**config.mk**
```make
export PLATFORM = sky130hd
export DESIGN_NAME = irq_request_ctrl
export DESIGN_NICKNAME = d
export VERILOG_FILES = /design/src/rtl/irq_request_ctrl_pkg.sv /design/src/rtl/irq_sync_edge.sv /design/src/rtl/irq_request_ctrl.sv
export SDC_FILE = /design/constraint.sdc
export NUM_CORES = 1
export LEC_CHECK = 0
export ABC_AREA = 1
export CORE_MARGIN = 4
export CORE_UTILIZATION = 40
export CTS_CLUSTER_DIAMETER = 150
export DETAILED_ROUTE_END_ITERATION = 12
export PLACE_DENSITY = 0.67
export REMOVE_ABC_BUFFERS = 1
export SYNTH_ARGS = -nofsm -noshare
export SYNTH_HDL_FRONTEND = slang
export SYNTH_HIERARCHICAL = 1
export SYNTH_SLANG_ARGS = --single-unit
export TNS_END_PERCENT = 10
```
**constraint.sdc**
```tcl
create_clock -name clk -period 2.5 [get_ports clk]
set_clock_uncertainty 0.05 [all_clocks]
set_input_delay 0.5 -clock clk [delete_from_list [all_inputs] [get_ports clk]]
set_output_delay 0.5 -clock clk [all_outputs]
set_load 0.03 [all_outputs]
```
**src/rtl/irq_request_ctrl_pkg.sv**
```systemverilog
// irq_request_ctrl_pkg: shared state encoding, default widths and intr/int_clr handshake timing
//
// Handshake between irq_request_ctrl (initiator) and the fetch CU (responder):
//   - intr is a plain flop output. It rises on the clock edge where the controller
//     enters ASSERT. That happens only when stall_in and fetch_busy were both low
//     and int_en was high in the cycle before.
//   - The fetch CU sees intr and drives int_clr high for the cycle in which it
//     accepts the interrupt vector load.
//   - On the edge that samples int_clr=1 while intr is high, intr falls and
//     in_service rises together. int_clr at any other time is ignored.
//   - If int_clr does not come back within ACK_TIMEOUT cycles of intr being high,
//     intr falls, ack_err latches and the request goes back into the pending queue.
//   - in_service stays high until the rti_done pulse for the handler's RTI.
package irq_request_ctrl_pkg;

    localparam logic [1:0] ST_IDLE    = 2'd0;
    localparam logic [1:0] ST_PEND    = 2'd1;
    localparam logic [1:0] ST_ASSERT  = 2'd2;
    localparam logic [1:0] ST_SERVICE = 2'd3;

    typedef enum logic [1:0] {
        IDLE    = ST_IDLE,
        PEND    = ST_PEND,
        ASSERT  = ST_ASSERT,
        SERVICE = ST_SERVICE
    } irq_state_e;

    localparam int SYNC_STAGES_DEF = 2;
    localparam int PEND_W_DEF      = 2;
    localparam int ACK_TIMEOUT_DEF = 8;

endpackage

```
**src/rtl/irq_sync_edge.sv**
```systemverilog
// irq_sync_edge: multi-flop synchronizer for an asynchronous pin plus a one-cycle rising-edge pulse
//
// Ports:
//   clk    system clock
//   reset  asynchronous, active-high reset (clears every flop)
//   din    asynchronous input pin
//   rise   one-cycle pulse when the synchronized level goes 0 -> 1
module irq_sync_edge #(
    parameter int STAGES = 2
) (
    input  logic clk,
    input  logic reset,
    input  logic din,
    output logic rise
);

    logic [STAGES-1:0] sync;
    logic              last_q;

    if (STAGES < 2) begin : g_chk
        $error("irq_sync_edge: STAGES must be at least 2");
    end

    always_ff @(posedge clk or posedge reset) begin
        if (reset) begin
            sync   <= '0;
            last_q <= 1'b0;
        end else begin
            sync   <= {sync[STAGES-2:0], din};
            last_q <= sync[STAGES-1];
        end
    end

    assign rise = sync[STAGES-1] & ~last_q;

endmodule

```
**src/rtl/irq_request_ctrl.sv**
```systemverilog
// irq_request_ctrl: queues external interrupt edges and drives the intr/int_clr handshake to the fetch CU
//
// Ports:
//   clk         system clock
//   reset       asynchronous, active-high reset
//   irq_in      external interrupt pin (asynchronous, rising-edge)
//   int_en      global interrupt enable
//   stall_in    pipeline stall; blocks raising intr
//   fetch_busy  fetch CU mid multi-cycle sequence; blocks raising intr
//   int_clr     acknowledge from the fetch CU
//   rti_done    one-cycle pulse when an RTI retires
//   intr        registered interrupt request
//   in_service  handler running
//   pend_cnt    saturating count of queued requests
//   irq_lost    sticky: a request was dropped because the queue was full
//   ack_err     sticky: intr timed out without int_clr
module irq_request_ctrl
    import irq_request_ctrl_pkg::*;
#(
    parameter int SYNC_STAGES = SYNC_STAGES_DEF,
    parameter int PEND_W      = PEND_W_DEF,
    parameter int ACK_TIMEOUT = ACK_TIMEOUT_DEF
) (
    input  logic              clk,
    input  logic              reset,
    input  logic              irq_in,
    input  logic              int_en,
    input  logic              stall_in,
    input  logic              fetch_busy,
    input  logic              int_clr,
    input  logic              rti_done,
    output logic              intr,
    output logic              in_service,
    output logic [PEND_W-1:0] pend_cnt,
    output logic              irq_lost,
    output logic              ack_err
);

    localparam int              TW     = $clog2(ACK_TIMEOUT + 1);
    localparam logic [TW-1:0]   T_LAST = TW'(ACK_TIMEOUT - 1);
    localparam int              SW     = PEND_W + 2;
    localparam logic [SW-1:0]   P_MAX  = SW'((1 << PEND_W) - 1);

    irq_state_e    state, nxt_state;
    logic [TW-1:0] tcnt;
    logic          irq_edge;
    logic          edge_q, requeue, dequeue, timeout;
    logic [SW-1:0] pend_sum;

    irq_sync_edge #(.STAGES(SYNC_STAGES)) u_sync (
        .clk   (clk),
        .reset (reset),
        .din   (irq_in),
        .rise  (irq_edge)
    );

    // The pending count is computed with two spare bits so that an increment and a
    // decrement in the same cycle cancel before saturation is applied.
    always_comb begin
        nxt_state = state;
        edge_q    = irq_edge;
        requeue   = 1'b0;
        dequeue   = 1'b0;
        timeout   = 1'b0;
        case (state)
            IDLE: begin
                if (int_en && (irq_edge || pend_cnt != '0)) begin
                    nxt_state = PEND;
                    // A fresh edge is launched directly; otherwise the oldest queued request is taken.
                    edge_q    = 1'b0;
                    dequeue   = !irq_edge;
                end
            end
            PEND: begin
                if (!int_en) begin
                    nxt_state = IDLE;
                    requeue   = 1'b1;
                end else if (!stall_in && !fetch_busy) begin
                    nxt_state = ASSERT;
                end
            end
            ASSERT: begin
                if (int_clr) begin
                    nxt_state = SERVICE;
                end else if (tcnt == T_LAST) begin
                    nxt_state = IDLE;
                    requeue   = 1'b1;
                    timeout   = 1'b1;
                end
            end
            SERVICE: begin
                if (rti_done) begin
                    nxt_state = (int_en && pend_cnt != '0) ? PEND : IDLE;
                    dequeue   = int_en && pend_cnt != '0;
                end
            end
            default: nxt_state = IDLE;
        endcase
        pend_sum = {2'b00, pend_cnt} + SW'(edge_q) + SW'(requeue) - SW'(dequeue);
    end

    always_ff @(posedge clk or posedge reset) begin
        if (reset) begin
            state      <= IDLE;
            tcnt       <= '0;
            intr       <= 1'b0;
            in_service <= 1'b0;
            pend_cnt   <= '0;
            irq_lost   <= 1'b0;
            ack_err    <= 1'b0;
        end else begin
            state      <= nxt_state;
            tcnt       <= (state == ASSERT && nxt_state == ASSERT) ? tcnt + TW'(1) : '0;
            intr       <= nxt_state == ASSERT;
            in_service <= nxt_state == SERVICE;
            pend_cnt   <= (pend_sum > P_MAX) ? P_MAX[PEND_W-1:0] : pend_sum[PEND_W-1:0];
            irq_lost   <= irq_lost | (pend_sum > P_MAX);
            ack_err    <= ack_err | timeout;
        end
    end

endmodule

```
# [Word-level counts from Yosys, hierarchy flattened]
# Index checks and enable logic that the tools add are counted.
[op_classes] n_addsub=4 n_mul=0 div_mod_pow=0 n_lt_le_gt_ge=1 eq_ne=6 shift=0 muxes=20 n_bitwise=4 reduce_logical=10
[ops] cell="2-bit 2-to-1 mux" count=7
[ops] cell="1-bit 2-to-1 mux" count=9
[ops] cell="2-bit equality test, second input constant" count=4
[ops] cell="2-bit one-hot mux with 4 select lines" count=1
[ops] cell="3-bit by 1-bit adder with 4-bit output" count=1
[ops] cell="4-bit by 1-bit adder with 4-bit output, second input constant" count=1
[ops] cell="4-bit by 3-bit equality test with 1-bit output, second input constant" count=1
[ops] cell="4-bit by 2-bit greater-than comparator with 1-bit output, second input constant" count=1
[ops] cell="1-bit logical AND" count=4
[ops] cell="4-bit 2-to-1 mux" count=1
[ops] cell="1-bit one-hot mux with 2 select lines" count=2
[ops] cell="4-bit by 1-bit subtractor with 4-bit output" count=1
[ops] cell="2-bit by 1-bit adder with 3-bit output" count=1
[ops] cell="1-bit zero test" count=3
[ops] cell="2-bit by 1-bit equality test with 1-bit output, second input constant" count=1
[ops] cell="2-bit zero test" count=1
[ops] cell="1-bit OR" count=2
[ops] cell="2-bit nonzero test" count=1
[ops] cell="1-bit AND" count=1
[ops] cell="1-bit logical OR" count=1
[ops] cell="1-bit inverter" count=1
[word_totals] ff_bits=15 latchBits=0 ramBits=0 romBits=0 inputBits=8 out_inout_bits=6 word_cells=54 mem_count=0

# [Depth between registers and ports, before layout]
# Gate-level depths: netlist of run 1.
[logic_depth] ltp_word=11 depth_mapped=12 ltp_nobuf=12

# [By module]
# The synthesis of run 1 kept the hierarchy.
[by_module_without_submodules] module="irq_request_ctrl" n_inst=1 cells_per_inst=94 area_each_um2=778.2 seq_area_each_um2=300.3
[by_module_without_submodules] module="irq_sync_edge" n_inst=1 cells_per_inst=6 area_each_um2=88.8 seq_area_each_um2=75.1

# [Worst setup path before layout of run 1]
# OpenSTA, ideal clock, no wires.
[synth_timing] path_type="flip-flop to flip-flop" from="register state[0]" to="register pend_cnt[1]" setup_ps=128 arrival_time_ps=2232 required_ps=2322 path_slack_ps=91 path_stages_with_launch=12 n_path_buf=0 synth_period_minus_slack_ps=2409 cell_sequence="dfrtp_1 -> inv_1 -> ha_1 -> nand2_1 -> nor3_1 -> o21ba_2 -> ha_1 -> fa_1 -> inv_1 -> fa_1 -> inv_1 -> nand2_1"
[synth_via] elab_chain_cells=7 elab_cells_between_ends=12 cone_classes="add/sub: 3; order compare: 1; eq/ne: 3; mux: 4; reduce/logical: 1"
[synth_rtl] element="start, declared" line_no="irq_request_ctrl.sv:44" source="irq_state_e state, nxt_state;"
[synth_rtl] element="start signal, assigned" line_no="irq_request_ctrl.sv:112" source="state <= nxt_state;"
[synth_rtl] element="2-bit zero test" line_no="irq_request_ctrl.sv:65" source="case (state)"
[synth_rtl] element="1-bit 2-to-1 mux" line_no="irq_request_ctrl.sv:65"
[synth_rtl] element="2-bit by 1-bit adder with 3-bit output" line_no="irq_request_ctrl.sv:99" source="pend_sum = {2'b00, pend_cnt} + SW'(edge_q) + SW'(requeue) - SW'(dequeue);"
[synth_rtl] element="3-bit by 1-bit adder with 4-bit output" line_no="irq_request_ctrl.sv:99"
[synth_rtl] element="4-bit by 1-bit subtractor with 4-bit output (*)" line_no="irq_request_ctrl.sv:99"
[synth_rtl] element="4-bit by 2-bit greater-than comparator with 1-bit output" line_no="irq_request_ctrl.sv:116" source="pend_cnt <= (pend_sum > P_MAX) ? P_MAX[PEND_W-1:0] : pend_sum[PEND_W-1:0];"
[synth_rtl] element="2-bit 2-to-1 mux (*)" line_no="irq_request_ctrl.sv:116"
[synth_rtl] element="end signal, assigned" line_no="irq_request_ctrl.sv:116"
[synth_rtl] element="end, declared" line_no="irq_request_ctrl.sv:34" source="output logic [PEND_W-1:0] pend_cnt,"
# Every way passes the cells marked *; elsewhere a longest branch is shown, timed or not.

# [Worst setup path in the final report of run 1]
[layout_timing] from="input port rti_done" to="register pend_cnt[1]"
[layout_via] elab_chain_cells=5
[layout_rtl] element="start, declared" line_no="irq_request_ctrl.sv:31" source="input logic rti_done,"
[layout_rtl] element="1-bit 2-to-1 mux (*)" line_no="irq_request_ctrl.sv:92" source="if (rti_done) begin"
[layout_rtl] element="1-bit one-hot mux with 2 select lines (*)" line_no="irq_request_ctrl.sv:65"
[layout_rtl] element="4-bit by 1-bit subtractor with 4-bit output (*)" line_no="irq_request_ctrl.sv:99"
[layout_rtl] element="4-bit by 2-bit greater-than comparator with 1-bit output" line_no="irq_request_ctrl.sv:116"
[layout_rtl] element="2-bit 2-to-1 mux (*)" line_no="irq_request_ctrl.sv:116"
# Marks and branches as above.

==> summary.md, run 1 <==
| Metric | Value |
|---|---|
| Status | `finished, final reports clean` |
| Crit path top cell by count | `fa_2` |
| Final worst-path cycle share | `97.1%` |
| Pre-CTS setup slack | `-339 ps` |
| Crit-path slowest cell | `clkdlybuf4s50_1` |
| Clock sink count | `15` |
| Design area | `1200 sq um` |
| Placed instance count | `149` |
| CP startpoint kind | `input pin` |
| Htree depth | `1` |
| CP peak stage delay | `440 ps` |
| Min-delay src | `u_sync/sync[0]$_DFF_PP0_` |
| Nets | `147` |
| R2R Path Start | `state[0]$_DFF_PP0_` |
| Vias post-DR | `680` |
| Fin cells | `155` |
| Mapped cell area | `867 sq um` |
| Worst-Skew Late Latency | `280 ps` |
| Critical Path RT | `2620 ps` |
| Synthesized instance count | `100` |
| Worst-Margin Slew | `462 ps` |
| WP depth | `11` |
| Vias in the first global route | `681` |
| P&R area growth vs syn | `38.5%` |
| Synth Warn # | `6` |
| Post-synth top area share | `43.3%` |
| Slew Viols, Final | `0` |
| Max-cap violations | `0` |
| Post-detail-place hpwl | `1.23 mm` |
| Wire length per cell | `10.7 um` |
| CTS Hold Bufs | `0` |
| Routability congestion estimate | `0.763` |
| Die area | `2980 sq um` |
| Filler Cells Inserted | `187` |
| Buffer and inverter count on the worst path | `2` |
| Pin count of the biggest net entering global routing | `13` |
| Hold Fails Final Rpt | `0` |
| I/O Buffers | `13` |
| Diode count | `0` |
| Top cells by area, synth | `dfrtp_1, ha_1, inv_1` |
| R2r setup slk | `70 ps` |
| Post-synthesis sequential area ratio | `43.3%` |
| Synth area leader | `dfrtp_1` |
| Clk buf depth | `2` |
| Layout cells sized above 1 | `29.7%` |
| Initial Utilization | `43.3%` |
| CTS clk-pin slew, worst paths | `80 ps` |
| Setup TNS | `0 ps` |
| First DRT Iteration DRCs | `6` |
| Worst setup path start | `rti_done` |
| Final core utilization | `60.0%` |
| Syn_area_per_cell | `8.67 sq um` |
| CTS tree | `built` |
| CP top delay family | `adder cells` |
| Power Density | `971 nW/um^2` |
| Initial antenna violation count | `0` |
| Via/cell ratio | `4.39` |
| Global-route wire length before repair | `2.70 mm` |
| Leakage power | `0.609 nW` |
| TritonRoute pass-1 iters | `4` |
| CP cell instances | `clkdlybuf4s50_1, nand3_2, nor2_2, o21ba_2, ha_4, fa_2, inv_2, fa_2, xnor2_2, a21oi_2, nand2_1` |
| Core footprint | `2000 sq um` |
| RSZ-0062 raised after global routing | `true` |
| CTS root buffer | `clkbuf_4` |
| DRC violations left | `0` |
| Class of the most critical setup path | `in2reg` |
| Num rows | `16` |
| Post-layout power | `1.17 mW` |
| CP endpoint kind | `flip-flop` |
| Peak supply drop | `437 uV` |
| Critical Path Fanout Max | `3` |
| Drt total wl | `1.66 mm` |
| CTS buffer count | `3` |
| Gr ovfl total | `0` |
| Worst path arrival time | `2550 ps` |
| Post-DRT Antenna Nets | `0` |
| Commonest non-fill, non-tap cell in the layout | `nand2_1` |
| Synth Register Bits | `15` |
| Slew headroom | `69.2%` |
| Worst reg2reg path depth | `12` |
| Tmin final | `2430 ps` |
| Final worst slack | `71.4 ps` |
| Post-synthesis cell type count | `17` |
| Die height | `54.6 um` |
| Instance area at placement | `1100 sq um` |
| Crit path to | `pend_cnt[1]$_DFF_PP0_` |
| Max Freq | `412 MHz` |
| Global-route usage over all layers | `12.8%` |
| R2r endpoint | `pend_cnt[1]$_DFF_PP0_` |
| Highest-count cells in the layout ignoring fill and taps | `nand2_1, inv_1, dfrtp_1` |
| Hold WC Path Type | `reg2reg` |
| WHS | `306 ps` |
| DIE WIDTH | `54.6 um` |
| Final setup fails | `0` |
| Io pins | `14` |
[how the worst min path moves through the flow]
| stage | slack, ps | cells after the start | end |
|---|---|---|---|
| 3_5_place_dp | 290 | 0 | u_sync/sync[1]$_DFF_PP0_ |
| 6_report | 310 | 0 | u_sync/sync[1]$_DFF_PP0_ |
| 4_1_cts | 310 | 0 | u_sync/sync[1]$_DFF_PP0_ |
| 2_1_floorplan | 200 | 1 | u_sync/last_q$_DFF_PP0_ |
| 5_1_grt | 330 | 0 | u_sync/sync[1]$_DFF_PP0_ |
| 3_3_place_gp | 280 | 0 | u_sync/sync[1]$_DFF_PP0_ |
[final cells by class]
class | count | area [sq um] | area share (%)
clock buffers | 4 | 26.3 | 2.19
inverters | 21 | 80.1 | 6.67
multi-input cells | 64 | 470 | 39.2
flip-flops and latches | 15 | 375 | 31.3
well taps | 27 | 33.8 | 2.81
repair buffers | 24 | 215 | 17.9
[cells by family after synthesis]
logic type / after synthesis / synth area share [%]
and+or+nand+nor: 47 / 25.4
buffers and inverters: 21 / 9.23
DFF: 15 / 43.3
adders and majority gates: 10 / 16.2
AOI/OAI and AO/OA: 4 / 2.89
xor gates and xnor gates: 3 / 3.03
[metal layers]
metal,global-route usage [%],vias up,part of all wire [%]
met5,0,-,0
met4,7.47,0,0.72
met3,1.63,2,2.8
met2,20.1,9,50
met1,16.8,315,46
li1,-,354,-
[worst register-to-register path, stage by stage, from the launching register on]
cell and delay, ps:
dfrtp_1 440, inv_2 80, ha_4 160, nand2_2 80, nor3_2 40, o21ba_2 230, ha_4 260, fa_2 210
inv_2 40, fa_2 370, xnor2_2 150, a21oi_2 140, nand2_1 70
[report_power, final]
part	internal [mW]	switching (mW)
Sequential	0.292	0.0404
Clock	0.0619	0.0729
Combinational	0.320	0.379
Total	0.674	0.493
[state kept, by name, indices dropped and copies added, names as in the netlist]
signal and flops:
tcnt 4, intr 1, pend_cnt 2, in_service 1, u_sync/sync 2, state 2
u_sync/last_q 1, irq_lost 1, ack_err 1
[synth_stat cells]
library cell  number
a21oi_1            2
clkinv_2           1
dfrtp_1           15
fa_1               2
ha_1               8
inv_1             20
nand2_1           20
nand2_2            2
nand3_1            7
nand3_4            1
nor2_1            10
nor2_2             6
nor3_1             1
o21ai_0            1
o21ba_2            1
xnor2_1            2
xor2_1             1
[what timing repair did]
action	in CTS	in global routing
pin swaps	1	10
buffers inserted	1	1
setup endpoints to repair	3	3
gates resized for setup	3	12
No activity file was read; power rests on OpenSTA's default activity.
==> run 2: changes to the inputs <==
PLACE_DENSITY = 0.65   (was 0.67)
SLEW_MARGIN = 15   (was default)
clock period = 2.4 ns   (was 2.5 ns; I/O delays follow)
==> summary.md, run 2 (synthesized netlist as in run 1, its figures left out) <==
| Metric | Value |
|---|---|
| CTS Hold Bufs | `0` |
| Clk buf depth | `2` |
| DIE WIDTH | `54.6 um` |
| TritonRoute pass-1 iters | `3` |
| Routability congestion estimate | `0.731` |
| Worst-Skew Late Latency | `270 ps` |
| Initial antenna violation count | `0` |
| Class of the most critical setup path | `reg2reg` |
| RSZ-0062 raised after global routing | `true` |
| CP peak stage delay | `430 ps` |
| Worst path arrival time | `2470 ps` |
| CTS clk-pin slew, worst paths | `90 ps` |
| Vias post-DR | `693` |
| Io pins | `14` |
| Comb pwr share | `63.0%` |
| Core footprint | `2000 sq um` |
| Crit path top cell by count | `fa_2` |
| Initial Utilization | `43.3%` |
| Global-route wire length before repair | `2.78 mm` |
| Hold EP | `u_sync/sync[1]$_DFF_PP0_` |
| Pin count of the biggest net entering global routing | `13` |
| Gr ovfl total | `0` |
| Max Freq | `424 MHz` |
| First DRT Iteration DRCs | `5` |
| Diode count | `0` |
| Min-delay src | `u_sync/sync[0]$_DFF_PP0_` |
| DRC violations left | `0` |
| Hold path depth | `0` |
| Max-cap violations | `0` |
| Die area | `2980 sq um` |
| Final worst slack | `43.6 ps` |
| R2r endpoint | `pend_cnt[1]$_DFF_PP0_` |
| Leakage power | `0.639 nW` |
| CTS buffer count | `3` |
| Layout cells sized above 1 | `35.6%` |
| Tmin final | `2360 ps` |
| Multi-input logic area | `480 sq um` |
| Die height | `54.6 um` |
| Peak supply drop | `414 uV` |
| FF+latch area | `375 sq um` |
| Sw Ratio | `40.6%` |
| Clock sink count | `15` |
| Critical Path Fanout Max | `3` |
| I/O Buffers | `13` |
| Final setup fails | `0` |
| Wire length per cell | `9.94 um` |
| Critical Path RT | `2520 ps` |
| Filler Cells Inserted | `170` |
| Worst reg2reg path depth | `11` |
| CTS tree | `built` |
| Post-DRT Antenna Nets | `0` |
| CP cell instances | `ha_2, nand3_2, nor2_2, o21ba_2, ha_4, fa_2, inv_2, fa_2, xnor2_2, a21oi_2, nand2_1` |
| Instance area at placement | `1110 sq um` |
| CP startpoint kind | `flip-flop` |
| Design area | `1260 sq um` |
| R2r setup slk | `40 ps` |
| Final worst-path cycle share | `98.2%` |
| Buffer and inverter count on the worst path | `1` |
| Max reg flops | `4` |
| Via/cell ratio | `4.28` |
| Int Power | `0.765 mW` |
| CP endpoint kind | `flip-flop` |
| Nets | `154` |
| Slew Viols, Final | `0` |
| Drt total wl | `1.61 mm` |
| Highest-count cells in the layout ignoring fill and taps | `nand2_1, inv_1, buf_4` |
| Pre-CTS setup slack | `-425 ps` |
| Status | `finished, final reports clean` |
| Htree depth | `1` |
| Commonest non-fill, non-tap cell in the layout | `nand2_1` |
| Hold WC Path Type | `reg2reg` |
| Crit-path slowest cell | `dfrtp_1` |
| CP top delay family | `adder cells` |
| Slew headroom | `68.3%` |
| Post-detail-place hpwl | `1.19 mm` |
| Num rows | `16` |
| Hold Fails Final Rpt | `0` |
| Power Density | `1020 nW/um^2` |
| Worst-Margin Slew | `476 ps` |
| Global-route usage over all layers | `13.3%` |
| Largest Register | `tcnt` |
| Switching Power | `0.524 mW` |
| Post-layout power | `1.29 mW` |
| P&R area growth vs syn | `45.6%` |
| Worst setup path start | `state[0]$_DFF_PP0_` |
| Vias in the first global route | `676` |
| CTS root buffer | `clkbuf_4` |
| Clock share of power | `10.8%` |
| Seq pwr share | `26.2%` |
| R2R Path Start | `state[0]$_DFF_PP0_` |
run 2: layout make-up:
| cell class | instances | share of cell area, % |
|---|---|---|
| Sequential cell | 15 | 29.7 |
| Inverter | 21 | 6.34 |
| Clock buffer | 4 | 2.08 |
| Multi-Input combinational cell | 64 | 38.1 |
| Tap cell | 27 | 2.68 |
| Timing Repair Buffer | 31 | 21.1 |
run 2: metal layers:
metal / track usage, % / vias up / share of wire [%]
met2: 20.5 / 7 / 49
met4: 4.98 / 0 / 0
met3: 3.27 / 0 / 3.7
met1: 17.8 / 321 / 47
li1: - / 365 / -
met5: 0 / - / 0
run 2: how the worst max path moves through the flow:
stage	end	slack, ps	cells past startpoint
global placement	pend_cnt[1]$_DFF_PP0_	-360	10
floorplan	pend_cnt[1]$_DFF_PP0_	-9	11
global route	irq_lost$_DFF_PP0_	-60	11
finish	pend_cnt[1]$_DFF_PP0_	40	11
CTS	irq_lost$_DFF_PP0_	30	12
detailed placement	pend_cnt[1]$_DFF_PP0_	-430	11
run 2: repair_timing:
action / in CTS / in global routing
gates cloned: 0 / 0
endpoints found under the setup margin: 3 / 3
resized for setup: 11 / 8
pin swaps: 6 / 7
buffers inserted: 4 / 3
run 2: per-stage QoR:
stage	TNS (ps)	hold slack [ps]	utilization, %	std cells
after floorplan	-9.30	184	-	100
after global placement	-1030	283	55.6	151
after detailed placement	-1250	287	55.6	151
after CTS	0	307	60.3	159
after global routing	-163	326	63.1	162
final	0	315	63.1	162
run 2: power by group through the flow:
stage / registers, mW / clock network, mW / logic [mW]
2_1_floorplan: 0.391 / 0 / 0.379
3_3_place_gp: 0.343 / 0 / 0.636
3_5_place_dp: 0.345 / 0 / 0.635
4_1_cts: 0.337 / 0.148 / 0.753
5_1_grt: 0.346 / 0.155 / 0.903
6_report: 0.337 / 0.139 / 0.812
